$ cat src/rtl/wb_commit_stage.sv
// wb_commit_stage: multi-lane writeback/commit stage.
// Retires up to LANES in-order instructions per cycle (lane 0 oldest),
// resolves the oldest exception/ERET in the bundle, raises a one-cycle
// flush after such an event, and serialises committed register writes onto
// the single-entry debug trace port through a small FIFO.
//
// Ports:
//   clk, resetn            clock, asynchronous active-low reset
//   ms_to_ws_valid         MEM bundle valid; ws_allowin is the stage's accept
//   ms_*                   per-lane bundle fields, lane i at slice [i*W +: W]
//   rf_we/waddr/wdata      register file write port, one slice per lane
//   cp0_*                  exception / ERET request towards CP0
//   ws_flush               registered one-cycle flush of IF/ID/EX/MEM
//   debug_wb_*             trace port, one retired write per cycle
// DW must be at least 32; the trace carries the low 32 bits of a result.
module wb_commit_stage #(
   parameter int LANES       = 2,
   parameter int DW          = 32,
   parameter int TRACE_DEPTH = 4
) (
   input  logic                  clk,
   input  logic                  resetn,
   input  logic                  ms_to_ws_valid,
   output logic                  ws_allowin,
   input  logic [LANES-1:0]      ms_lane_valid,
   input  logic [LANES*32-1:0]   ms_pc,
   input  logic [LANES*4-1:0]    ms_gr_we,
   input  logic [LANES*5-1:0]    ms_dest,
   input  logic [LANES*DW-1:0]   ms_result,
   input  logic [LANES-1:0]      ms_ex,
   input  logic [LANES*5-1:0]    ms_excode,
   input  logic [LANES*32-1:0]   ms_badvaddr,
   input  logic [LANES-1:0]      ms_bd,
   input  logic [LANES-1:0]      ms_eret,
   output logic [LANES*4-1:0]    rf_we,
   output logic [LANES*5-1:0]    rf_waddr,
   output logic [LANES*DW-1:0]   rf_wdata,
   output logic                  cp0_exc,
   output logic [4:0]            cp0_excode,
   output logic [31:0]           cp0_epc,
   output logic                  cp0_bd,
   output logic [31:0]           cp0_badvaddr,
   output logic                  cp0_eret,
   output logic                  ws_flush,
   output logic [31:0]           debug_wb_pc,
   output logic [3:0]            debug_wb_rf_wen,
   output logic [4:0]            debug_wb_rf_wnum,
   output logic [31:0]           debug_wb_rf_wdata
);

   localparam int AW = $clog2(TRACE_DEPTH);
   localparam int CW = AW + 1;

   // stage register
   logic                  ws_valid_r;
   logic                  ws_flush_r;
   logic [LANES-1:0]      lane_valid_r, ex_r, bd_r, eret_r;
   logic [LANES*32-1:0]   pc_r, badvaddr_r;
   logic [LANES*4-1:0]    gr_we_r;
   logic [LANES*5-1:0]    dest_r, excode_r;
   logic [LANES*DW-1:0]   result_r;

   // trace FIFO
   logic [31:0]           tq_pc_r   [TRACE_DEPTH];
   logic [3:0]            tq_we_r   [TRACE_DEPTH];
   logic [4:0]            tq_dest_r [TRACE_DEPTH];
   logic [31:0]           tq_data_r [TRACE_DEPTH];
   logic [AW-1:0]         wr_ptr_r, rd_ptr_r;
   logic [CW-1:0]         count_r;

   logic [CW-1:0]         free_s;
   logic                  ready_go_s, allowin_s, fire_s, pop_s, capture_s;
   logic                  exc_s, eret_s;
   logic                  ev_found_s, ev_ex_s, ev_eret_s, ev_bd_s;
   logic [4:0]            ev_excode_s;
   logic [31:0]           ev_pc_s, ev_badvaddr_s;
   logic [LANES-1:0]      commit_s, push_s;
   logic [AW-1:0]         push_idx_s [LANES];
   logic [CW-1:0]         push_cnt_s;

   // A bundle may only retire when the FIFO can absorb every lane it could push.
   assign free_s     = CW'(TRACE_DEPTH) - count_r;
   assign ready_go_s = (free_s >= CW'(LANES));
   assign allowin_s  = !ws_valid_r || ready_go_s;
   assign fire_s     = ws_valid_r && ready_go_s;
   assign pop_s      = (count_r != {CW{1'b0}});
   assign ws_allowin = allowin_s;

   // Find the oldest lane carrying ex/eret; older valid lanes commit, younger ones die.
   always_comb begin
      ev_found_s    = 1'b0;
      ev_ex_s       = 1'b0;
      ev_eret_s     = 1'b0;
      ev_bd_s       = 1'b0;
      ev_excode_s   = 5'd0;
      ev_pc_s       = 32'd0;
      ev_badvaddr_s = 32'd0;
      commit_s      = {LANES{1'b0}};
      for (int i = 0; i < LANES; i++) begin
         if (ev_found_s) begin
            commit_s[i] = 1'b0;
         end else if (lane_valid_r[i] && (ex_r[i] || eret_r[i])) begin
            ev_found_s    = 1'b1;
            ev_ex_s       = ex_r[i];
            ev_eret_s     = eret_r[i];
            ev_bd_s       = bd_r[i];
            ev_excode_s   = excode_r[i*5 +: 5];
            ev_pc_s       = pc_r[i*32 +: 32];
            ev_badvaddr_s = badvaddr_r[i*32 +: 32];
         end else begin
            commit_s[i] = lane_valid_r[i];
         end
      end
   end

   // ex wins over eret when both sit on the event lane.
   assign exc_s        = fire_s && ev_found_s && ev_ex_s;
   assign eret_s       = fire_s && ev_found_s && !ev_ex_s && ev_eret_s;
   assign cp0_exc      = exc_s;
   assign cp0_eret     = eret_s;
   assign cp0_excode   = ev_excode_s;
   assign cp0_epc      = ev_pc_s;
   assign cp0_bd       = ev_bd_s;
   assign cp0_badvaddr = ev_badvaddr_s;
   assign ws_flush     = ws_flush_r;

   // Register-file enables only for committing lanes of a firing bundle.
   always_comb begin
      rf_we = {(LANES*4){1'b0}};
      for (int i = 0; i < LANES; i++) begin
         if (fire_s && commit_s[i]) begin
            rf_we[i*4 +: 4] = gr_we_r[i*4 +: 4];
         end else begin
            rf_we[i*4 +: 4] = 4'h0;
         end
      end
   end

   assign rf_waddr = dest_r;
   assign rf_wdata = result_r;

   // Pack this cycle's trace pushes into consecutive slots, lane 0 first.
   always_comb begin
      push_cnt_s = {CW{1'b0}};
      push_s     = {LANES{1'b0}};
      for (int i = 0; i < LANES; i++) begin
         push_idx_s[i] = wr_ptr_r + push_cnt_s[AW-1:0];
         push_s[i]     = fire_s && commit_s[i] && (gr_we_r[i*4 +: 4] != 4'h0);
         if (push_s[i]) begin
            push_cnt_s = push_cnt_s + CW'(1'b1);
         end else begin
            push_cnt_s = push_cnt_s;
         end
      end
   end

   // Stage valid and flush; an event kills the bundle behind it for two cycles.
   always_ff @(posedge clk or negedge resetn) begin
      if (!resetn) begin
         ws_valid_r <= 1'b0;
         ws_flush_r <= 1'b0;
      end else begin
         ws_flush_r <= exc_s || eret_s;
         if (exc_s || eret_s) begin
            ws_valid_r <= 1'b0;
         end else if (ws_flush_r) begin
            ws_valid_r <= 1'b0;
         end else if (allowin_s) begin
            ws_valid_r <= ms_to_ws_valid;
         end else begin
            ws_valid_r <= ws_valid_r;
         end
      end
   end

   assign capture_s = ms_to_ws_valid && allowin_s && !ws_flush_r && !exc_s && !eret_s;

   // Bundle payload; contents are meaningless while ws_valid_r is low.
   always_ff @(posedge clk) begin
      if (capture_s) begin
         lane_valid_r <= ms_lane_valid;
         pc_r         <= ms_pc;
         gr_we_r      <= ms_gr_we;
         dest_r       <= ms_dest;
         result_r     <= ms_result;
         ex_r         <= ms_ex;
         excode_r     <= ms_excode;
         badvaddr_r   <= ms_badvaddr;
         bd_r         <= ms_bd;
         eret_r       <= ms_eret;
      end
   end

   // FIFO bookkeeping; pop uses the pre-push count so a fresh entry waits a cycle.
   always_ff @(posedge clk or negedge resetn) begin
      if (!resetn) begin
         count_r  <= {CW{1'b0}};
         wr_ptr_r <= {AW{1'b0}};
         rd_ptr_r <= {AW{1'b0}};
      end else begin
         count_r  <= count_r + push_cnt_s - CW'(pop_s);
         wr_ptr_r <= wr_ptr_r + push_cnt_s[AW-1:0];
         rd_ptr_r <= rd_ptr_r + AW'(pop_s);
      end
   end

   // FIFO storage writes.
   always_ff @(posedge clk) begin
      for (int i = 0; i < LANES; i++) begin
         if (push_s[i]) begin
            tq_pc_r[push_idx_s[i]]   <= pc_r[i*32 +: 32];
            tq_we_r[push_idx_s[i]]   <= gr_we_r[i*4 +: 4];
            tq_dest_r[push_idx_s[i]] <= dest_r[i*5 +: 5];
            tq_data_r[push_idx_s[i]] <= result_r[i*DW +: 32];
         end
      end
   end

   assign debug_wb_pc       = tq_pc_r[rd_ptr_r];
   assign debug_wb_rf_wen   = pop_s ? tq_we_r[rd_ptr_r] : 4'h0;
   assign debug_wb_rf_wnum  = tq_dest_r[rd_ptr_r];
   assign debug_wb_rf_wdata = tq_data_r[rd_ptr_r];

endmodule
$ cat config.mk
export PLATFORM = sky130hd
export DESIGN_NAME = wb_commit_stage
export DESIGN_NICKNAME = d
export VERILOG_FILES = /design/src/rtl/wb_commit_stage.sv
export SDC_FILE = /design/constraint.sdc
export NUM_CORES = 1
export LEC_CHECK = 0
export BUFFER_PORTS_ARGS = -buffer_cell sky130_fd_sc_hd__buf_2
export CORE_MARGIN = 3
export CORE_UTILIZATION = 50
export CTS_BUF_LIST = sky130_fd_sc_hd__clkbuf_16
export CTS_CLUSTER_DIAMETER = 50
export CTS_CLUSTER_SIZE = 12
export DETAILED_ROUTE_END_ITERATION = 8
export PLACE_DENSITY_LB_ADDON = 0.05
export SLEW_MARGIN = 40
export SYNTH_ARGS = -nofsm -noshare
export SYNTH_HDL_FRONTEND = slang
export SYNTH_SLANG_ARGS = --single-unit
$ cat constraint.sdc
create_clock -name clk -period 18.16 [get_ports clk]
set_input_delay 0 -clock clk [delete_from_list [all_inputs] [get_ports clk]]
set_output_delay 0 -clock clk [all_outputs]
set_load 0.01 [all_outputs]
==> Word-level counts from Yosys, hierarchy flattened <==
Memory sizes are Yosys's and may differ from the RTL's.
Cells that the tools add are included.
{ "op_classes": {"n_reduce_logical": 28, "n_addsub": 7, "order_cmp": 1, "n_mux": 36} }
{ "ops": {"columns": ["operator", "count"], "rows": [
  ["$mux 32", 6],
  ["$mux 1", 23],
  ["$logic_and 1x1->1", 15],
  ["$mux 5", 3],
  ["$mux 4", 3],
  ["$reduce_bool 4->1", 2],
  ["$reduce_bool 3->1", 2],
  ["$logic_not 1->1", 5],
  ["$add 2x2->2", 2],
  ["$logic_or 1x1->1", 4],
  ["$add 3x1->3 const B", 1],
  ["$add 3x3->3", 1],
  ["$ge 3x2->1 const B", 1],
  ["$mux 3", 1],
  ["$sub 3x1->3", 1],
  ["$sub 3x3->3 const A", 1],
  ["$add 2x1->2", 1]
]} }
{ "totals": {"elab_cells": 91, "mem_count": 4, "out_inout_bits": 229, "reg_bits": 237, "mem_bits_rw": 292} }
{ "mem_list": {"columns": ["memory", "words", "word_bits", "rd", "rd_clocked_by_memory_dff", "wr", "line", "rtl"], "rows": [
  ["tq_data_r", 4, 32, 1, 0, 2, "67", "logic [31:0] tq_data_r [TRACE_DEPTH];"],
  ["tq_pc_r", 4, 32, 1, 0, 2, "64", "logic [31:0] tq_pc_r [TRACE_DEPTH];"],
  ["tq_dest_r", 4, 5, 1, 0, 2, "66", "logic [4:0] tq_dest_r [TRACE_DEPTH];"],
  ["tq_we_r", 4, 4, 1, 0, 2, "65", "logic [3:0] tq_we_r [TRACE_DEPTH];"]
]} }

==> Longest topological paths before layout <==
Gate-level depths: netlist of run 1.
{ "depth": {"ltp_word": 10, "ltp_mapped": 13} }

==> Worst setup path before layout of run 1 <==
No wires, ideal clock.
{ "synth_path": {"kind": "register to register", "start": "reg count_r[0]", "end": "reg badvaddr_r[0] (enable)", "path_stages_with_launch": 8, "arrival_time_ps": 16981, "n_path_buf": 0, "required_time_ps": 17065, "period_less_slack_ps": 18076, "setup_ps": 1095, "slack_ps": 84, "cell_sequence": "dfrtp_1 > inv_1 > ha_1 > ha_1 > or3b_2 > nand2_1 > a21oi_1 > nor3_1"} }
{ "synth_via": {"elab_chain_cells": 8} }
{ "synth_rtl": {"columns": ["item", "line", "rtl"], "rows": [
  ["start, declared", "69", "logic [CW-1:0] count_r;"],
  ["start signal, assigned", "197", "count_r <= {CW{1'b0}};"],
  ["start signal, assigned", "201", "count_r <= count_r + push_cnt_s - CW'(pop_s);"],
  ["$sub 3x3->3 *", "82", "assign free_s = CW'(TRACE_DEPTH) - count_r;"],
  ["$ge 3x2->1 *", "83", "assign ready_go_s = (free_s >= CW'(LANES));"],
  ["$logic_and 1x1->1", "85", "assign fire_s = ws_valid_r && ready_go_s;"],
  ["$logic_and 1x1->1", "117, 118", null],
  ["$logic_and 1x1->1 (on tied branches)", "117, 118", null],
  ["$logic_not 1->1 / $logic_and 1x1->1 (equally long branches)", "176, 118", null],
  ["$logic_and 1x1->1 / $logic_not 1->1 (equally long branches)", "176", "assign capture_s = ms_to_ws_valid && allowin_s && !ws_flush_r && !exc_s && !eret_s;"],
  ["$logic_and 1x1->1 *", "176", null],
  ["via capture_s", "72", "logic ready_go_s, allowin_s, fire_s, pop_s, capture_s;"],
  ["end signal, assigned", "188", "badvaddr_r <= ms_badvaddr;"],
  ["end, declared", "58", "logic [LANES*32-1:0] pc_r, badvaddr_r;"]
]} }
Mark *: on every way through the listed nets, which the timed path passes. The rest lies on a longest branch.
A chain may end at the register's enable or synchronous reset.

==> qor.csv, run 1 <==
stage;metric;value;unit
outcome;status;finished, final reports clean;
global_routing;grt_use_met3;5.295;%
clock_network;cts_tree;built;
logic_synthesis;synth_edf_count;520;
clock_network;cts-root-buf;clkbuf_16;
logic_synthesis;synthArstFlopShare;1.701;%
clock_network;clk_pin_slew;0.06;ns
clock_network;cts.sinks;529;
clock_network;htree_levels;2;
layout;syn_to_final_growth;30.74;%
floorplanning;ios;460;
global_routing;grt_util_met1;30.10;%
placement;dp_hpwl;34.69;mm
sta;setup_viol;0;
worst_hold_path;hp-start;ms_pc[21];
logic_synthesis;synth_top_area_cell;edfxtp_1;
placement;portBuffers;459;
logic_synthesis;ys_types;37;
setup_path;critical_path_peak_fanout;46;
routing;via_count;13320;
routing;wl_per_cell;23.94;um
pwr;max-vdd-ir-drop;0.1080;mV
sta;fin_setup_tns;0;ns
routing;vias_per_cell;5.468;
setup_path;endpoint_kind;register;
setup_path;arrival;4.78;ns
logic_synthesis;synth_nets;1348;
routing;dr.pass1.iters;5;
global_routing;grt.total_usage;24.06;%
routing;drc;0;
sta;fmax;0.2191;GHz
pwr;power.density;142.3;nW/um^2
floorplanning;die_w;219.5;um
floorplanning;fp-row-count;77;
sta;finalHoldViolCount;0;
setup_path;cp-startpoint;count_r[0];
logic_synthesis;synth_area;22790;um^2
setup_path;startpoint_type;register;
setup_path;crit_type;reg2reg;
logic_synthesis;yosys-top-cells-count;520 x edfxtp_1, 174 x mux2_2, 118 x mux2_4;
sta;fin_crit_sh;25.13;%
setup_path;r2r_slack;13.60;ns
run;drv_cap;0;
layout;layout-drive-gt1-share;50.57;%
setup_path;worstRegToRegCells;10;
setup_path;r2r_start;count_r[0];
logic_synthesis;synth_ff_type;edfxtp_1;
logic_synthesis;avgSynthCellArea;20.60;um^2
logic_synthesis;synth.most_common_cell;edfxtp_1;
routing;antenna_left;0;
logic_synthesis;synthTopCellsByArea;edfxtp_1 69%, mux2_2 8.6%, mux2_4 7.8%;
sta;finalClockSkew;0.01112;ns
layout;fin_nets;2053;
clock_network;cts_buffers;55;
global_routing;busiest_layer;met2;
logic_synthesis;synth-seq-area-share;69.51;%
clock_network;cts_resized;0;
floorplanning;die_h;219.5;um
placement;place.gp.congestion;0.7280;
clock_network;postCtsSetupBuffers;0;
logic_synthesis;synth_seq_cells;529;
layout;num_antenna_cells;0;
global_routing;grt_pass1_wl;86.88;mm
clock_network;clk_latency;0.59;ns
logic_synthesis;yosysWarningCount;0;
worst_hold_path;min_path_cells;2;
floorplanning;die_area;48170;um^2
sta;worstMarginPinSlew;0.8246;ns
global_routing;antenna_found_initial;1;
floorplanning;core_area;44610;um^2
clock_network;clk_path_buf_depth;3;
sta;rsz0062_at_grt;false;
worst_hold_path;hp-class;in2reg;
setup_path;crit_required;18.37;ns
pwr;p_leak;11.54;nW
sta;min_period;4.564;ns
routing;wl;58.30;mm
sta;whs;0.1088;ns
routing;drt_iter0_markers;791;
sta;slew_headroom;45.03;%
worst_hold_path;whs_endpoint;pc_r[21];
global_routing;grt_overflow;0;
sta;final_max_slew_viol_count;0;
placement;place_inst;2115;
global_routing;grt_pass1_vias;14430;
logic_synthesis;synth_top_area_share;68.53;%
floorplanning;initial_core_util;51.08;%
logic_synthesis;syn_inst;1106;
layout;fin_cells;2435;
global_routing;grt_max_degree;87;
global_routing;use_met2;42.23;%
setup_path;worst_r2r_endpoint;tq_pc_r[2][3];
==> per-stage QoR <==
stage          cell area (um^2)  power, mW  setup slack [ns]  utilization [%]
2_1_floorplan             22790      2.730           0.08392                -
3_3_place_gp              25660      3.106             13.33            57.53
3_5_place_dp              25730      3.126             13.55            57.68
4_1_cts                   29780      4.281             13.54            66.77
5_1_grt                   29790      4.445             13.36            66.79
6_report                  29790      4.241             13.60            66.79
==> cell usage in the layout (no fill, tap or decap), types with 2 or more instances in the layout <==
cell type / Yosys / layout
buf_4: 0 / 12
ha_1: 10 / 10
nand2_1: 6 / 6
and2_1: 13 / 13
buf_6: 14 / 7
or4_4: 2 / 2
inv_1: 10 / 21
clkinv_1: 0 / 9
buf_2: 26 / 459
nor3_2: 0 / 3
edfxtp_1: 520 / 520
mux2_2: 174 / 174
mux4_2: 73 / 73
nor2_1: 4 / 3
dlygate4sd3_1: 0 / 231
xnor2_1: 5 / 5
bufinv_16: 0 / 7
nor3_1: 5 / 2
mux2_4: 118 / 118
dfrtp_4: 0 / 2
buf_8: 0 / 2
a21oi_1: 2 / 2
a22o_1: 70 / 70
nor3b_1: 2 / 2
o21ai_4: 1 / 2
clkinv_2: 0 / 4
xor2_1: 2 / 2
dfrtp_1: 9 / 7
clkbuf_16: 0 / 57
==> worst max-delay path by stage <==
stage                  endpoint  slack [ns]  depth (start not counted)
3_3_place_gp   tq_data_r[2][26]       13.33                         10
5_1_grt           tq_pc_r[2][9]       13.36                         10
2_1_floorplan     badvaddr_r[0]        0.08                          7
3_5_place_dp   tq_data_r[2][29]       13.55                         10
6_report          tq_pc_r[2][3]       13.60                         10
4_1_cts           tq_pc_r[2][3]       13.54                         10
==> layout make-up <==
cell class | count | area [um^2]
clock inverter | 32 | 314.1
fill | 3012 | 14820
multi-input combinational | 503 | 6596
clock buffer | 57 | 1426
tap | 592 | 740.7
sequential | 529 | 15850
inverter | 10 | 37.54
timing repair buffer | 712 | 4828
==> power breakdown <==
part           total [mW]  internal (mW)  switching (mW)
logic                1.24          0.616           0.627
clock network        1.11          0.658           0.450
registers            1.89           1.67           0.218
==> cell families after synthesis <==
group	count (synthesis)	share of synthesized area, %
flip-flops	529	69.51
multiplexers	365	23.59
AO/OA/AOI/OAI	81	3.097
buffers and inverters	74	1.823
AND/OR/NAND/NOR	39	1.071
adder cells (fa/ha/maj)	11	0.6369
XOR/XNOR	7	0.2691
==> state kept, by name, summed over array words and instances, names as in the netlist <==
| register | count |
|---|---|
| badvaddr_r | 64 |
| bd_r | 2 |
| count_r | 3 |
| eret_r | 2 |
| ex_r | 2 |
| excode_r | 10 |
| gr_we_r | 8 |
| lane_valid_r | 2 |
| pc_r | 64 |
| rd_ptr_r | 2 |
| rf_waddr | 10 |
| rf_wdata | 64 |
| tq_data_r | 128 |
| tq_dest_r | 20 |
| tq_pc_r | 128 |
| tq_we_r | 16 |
| wr_ptr_r | 2 |
| ws_flush | 1 |
| ws_valid_r | 1 |
==> repair_timing <==
action	in CTS	in global routing
endpoints found under the setup margin	0	0
hold buffers	231	0
endpoints found under the hold margin	238	0
==> critical path, stage by stage, from the launching register on <==
cell	delay, ns
dfrtp_1	0.34
inv_1	0.06
ha_1	0.19
ha_1	0.28
or3b_2	0.51
nand4_1	0.32
inv_1	0.15
ha_1	0.35
or4_4	0.89
o21ai_4	0.31
buf_4	0.71
==> routing by layer <==
metal / vias to the layer above / wire, um
li1: 5951 / -
met1: 6841 / 23060
met2: 440 / 30050
met3: 81 / 3786
met4: 2 / 1392
met5: - / 9
Power figures use the tool's default switching activity.
==> run 2, diff against run 1 <==
Settings changed: ABC_AREA set to 1.
Clock period 18.16 ns to 3.69 ns, I/O delays scaled along.
==> run 2 against run 1 <==
Compared with the run above: critical path type unchanged; synthesized area is 6.0% higher; first-iteration DRC count grew to 2.5 times the previous value; combinational power increased to 6.8 times the previous value; power grew to 5.4 times the previous value; largest cell class unchanged; critical endpoint is now tq_pc_r[2][29]; worst hold slack lost 0.024 ns; clock-buffer cell count did not move.
==> qor.csv, run 2 <==
stage;metric;value;unit
placement;dp_hpwl;41.09;mm
sta;fin_setup_tns;0;ns
setup_path;crit_chain;inv_2, ha_4, ha_4, nand2_4, nand4_1, nor2_1, ha_1, inv_1, nand2_1, nand2_1, nor2_4, nand4_1, nand2_4, buf_4;
pwr;netSwitchingPower;9.192;mW
global_routing;grt_pass1_wl;115.1;mm
logic_synthesis;synthArstFlopShare;1.701;%
clock_network;cts-root-buf;clkbuf_16;
floorplanning;die_area;50980;um^2
floorplanning;core_area;47150;um^2
layout;num_antenna_cells;0;
pwr;max-vdd-ir-drop;0.6077;mV
logic_synthesis;yosysWarningCount;0;
setup_path;startpoint_type;register;
logic_synthesis;synthTopCellsByArea;edfxtp_1 65%, nand2_1 12%, nand4_1 7.7%;
routing;dr.pass1.iters;8;
sta;finalClockSkew;0.02614;ns
logic_synthesis;ys_types;29;
routing;vias_per_cell;5.832;
sta;final_max_slew_viol_count;0;
sta;fmax;0.3195;GHz
setup_path;crit_required;3.98;ns
pwr;pwr-share-clk;23.3;%
global_routing;antenna_found_initial;0;
logic_synthesis;syn_inst;2300;
layout;fin_nets;3135;
floorplanning;initial_core_util;51.22;%
placement;portBuffers;459;
routing;drc;0;
setup_path;slowest_delay;0.37;ns
outcome;status;finished, final reports clean;
routing;wl;76.61;mm
sta;worstMarginPinSlew;0.8477;ns
pwr;p_seq_share;39.8;%
layout;layout-drive-gt1-share;20.73;%
sta;finalHoldViolCount;0;
setup_path;arrival;3.42;ns
worst_hold_path;hp-start;ms_result[33];
logic_synthesis;yosys-top-cells-count;748 x nand2_1, 520 x edfxtp_1, 298 x nand4_1;
floorplanning;die_h;225.8;um
clock_network;cts_buffers;56;
setup_path;worst_r2r_endpoint;tq_pc_r[2][29];
setup_path;critical_path_peak_fanout;16;
sta;min_period;3.130;ns
logic_synthesis;avgSynthCellArea;10.50;um^2
logic_synthesis;synth_edf_count;520;
clock_network;clk_latency;0.62;ns
routing;drt_iter0_markers;2012;
logic_synthesis;synth_top_area_share;64.65;%
clock_network;htree_levels;2;
clock_network;cts.sinks;529;
layout;fin_util;65.47;%
clock_network;cts_resized;0;
sta;rsz0062_at_grt;false;
setup_path;r2r_start;count_r[1];
global_routing;grt.total_usage;29.23;%
setup_path;endpoint_kind;register;
pwr;power.density;744.7;nW/um^2
sta;fin_crit_sh;84.81;%
clock_network;clk_pin_slew;0.06;ns
pwr;p_leak;12.83;nW
run;drv_cap;0;
logic_synthesis;synth_area;24150;um^2
pwr;intPower;13.80;mW
routing;wl_per_cell;21.70;um
logic_synthesis;synth.most_common_cell;nand2_1;
placement;place.gp.congestion;0.7881;
layout;syn_to_final_growth;27.81;%
global_routing;grt_overflow;0;
logic_synthesis;synth_seq_cells;529;
logic_synthesis;synth_ff_type;edfxtp_1;
floorplanning;fp-row-count;79;
layout;layout_commonest_cell;nand2_1;
setup_path;cp_slowest_cell;dfrtp_1;
global_routing;grt_max_degree;161;
routing;antenna_left;0;
floorplanning;die_w;225.8;um
floorplanning;ios;460;
logic_synthesis;synth-seq-area-share;65.59;%
worst_hold_path;hp-class;in2reg;
clock_network;cts_tree;built;
logic_synthesis;synth_nets;2542;
setup_path;r2r_slack;0.56;ns
logic_synthesis;synth_top_area_cell;edfxtp_1;
pwr;switching_share;39.98;%
layout;final_cell_mix;741 x nand2_1, 520 x edfxtp_1, 459 x buf_2;
layout;fin_cells;3530;
worst_hold_path;min_path_cells;2;
placement;place_inst;3211;
setup_path;crit_type;reg2reg;
global_routing;grt_pass1_vias;20150;
clock_network;postCtsSetupBuffers;0;
clock_network;clk_path_buf_depth;3;
sta;setup_viol;0;
pwr;combPwrFrac;36.9;%
worst_hold_path;whs_endpoint;rf_wdata[33];
routing;via_count;20590;
setup_path;worstRegToRegCells;14;
sta;slew_headroom;43.49;%
==> run 2: changes by cell type after synthesis, sizes merged, moves of 74 or more <==
cell | before | now
o21ai | 3 | 147
nand4 | 2 | 299
nor2 | 4 | 181
mux2 | 292 | 0
buf | 47 | 121
nand2 | 6 | 750
==> run 2: cell families after synthesis <==
family          Yosys count  synth area share, %
simple gates           1304                23.88
fa+ha+maj                11               0.6009
xor+xnor                  5               0.1814
compound gates          221                4.937
flops                   529                65.59
buf+inv                 230                4.818
==> run 2: layout make-up <==
cell class                      count  area [um^2]
Fill cell                        3578        16280
Multi-Input combinational cell   1541         7306
Timing Repair Buffer              731         5141
Inverter                           34        131.4
Tap cell                          607        759.5
Clock buffer                       57         1426
Sequential cell                   529        15850
Clock inverter                     31        259.0
==> run 2: worst max-delay path by stage <==
stage	startpoint	endpoint	slack, ns	cells after the start
floorplan	count_r[1]	badvaddr_r[0]	-3.18	7
global placement	count_r[1]	tq_data_r[3][24]	0.52	13
detailed placement	count_r[1]	tq_pc_r[2][13]	0.54	14
CTS	count_r[1]	tq_pc_r[2][30]	0.51	14
global route	count_r[1]	tq_data_r[1][2]	0.30	14
finish	count_r[1]	tq_pc_r[2][29]	0.56	14
==> run 2: worst max-delay path, delay by kind of cell (launching register included) <==
kind	cells	cell delay [ns]
fa+ha+maj	3	0.65
buf+inv	3	0.45
flops	1	0.37
simple gates	8	1.34
==> run 2: stage by stage <==
stage | total power [mW] | cell area, um^2 | setup WS (ns) | hold slack [ns]
finish | 22.99 | 30870 | 0.5604 | 0.08478
global route | 24.14 | 30870 | 0.2960 | 0.07036
CTS | 22.99 | 30860 | 0.5146 | 0.05176
detailed placement | 17.48 | 26860 | 0.5398 | -0.1311
global placement | 17.27 | 26820 | 0.5178 | -0.1417
floorplan | 13.81 | 24240 | -3.176 | -0.2956
==> run 2: timing repair <==
item,CTS,global route
endpoints found under the hold margin,243,0
hold buffers,231,0
endpoints found under the setup margin,0,0
==> run 2: power by group through the flow <==
stage	clock network [mW]	registers [mW]	logic, mW
6_report	5.35	9.16	8.48
4_1_cts	5.41	9.12	8.46
2_1_floorplan	0	9.08	4.73
3_3_place_gp	0	9.20	8.07
3_5_place_dp	0	9.24	8.24
5_1_grt	5.65	9.26	9.23
==> run 2: metal layers <==
metal  track usage [%]  routed length, um  vias up
li1                  -                  -     9429
met1             38.21              30040     9946
met2             49.28              37630     1048
met3             5.031               6557      164
met4             10.84               2383        0
met5                 0                  0        -
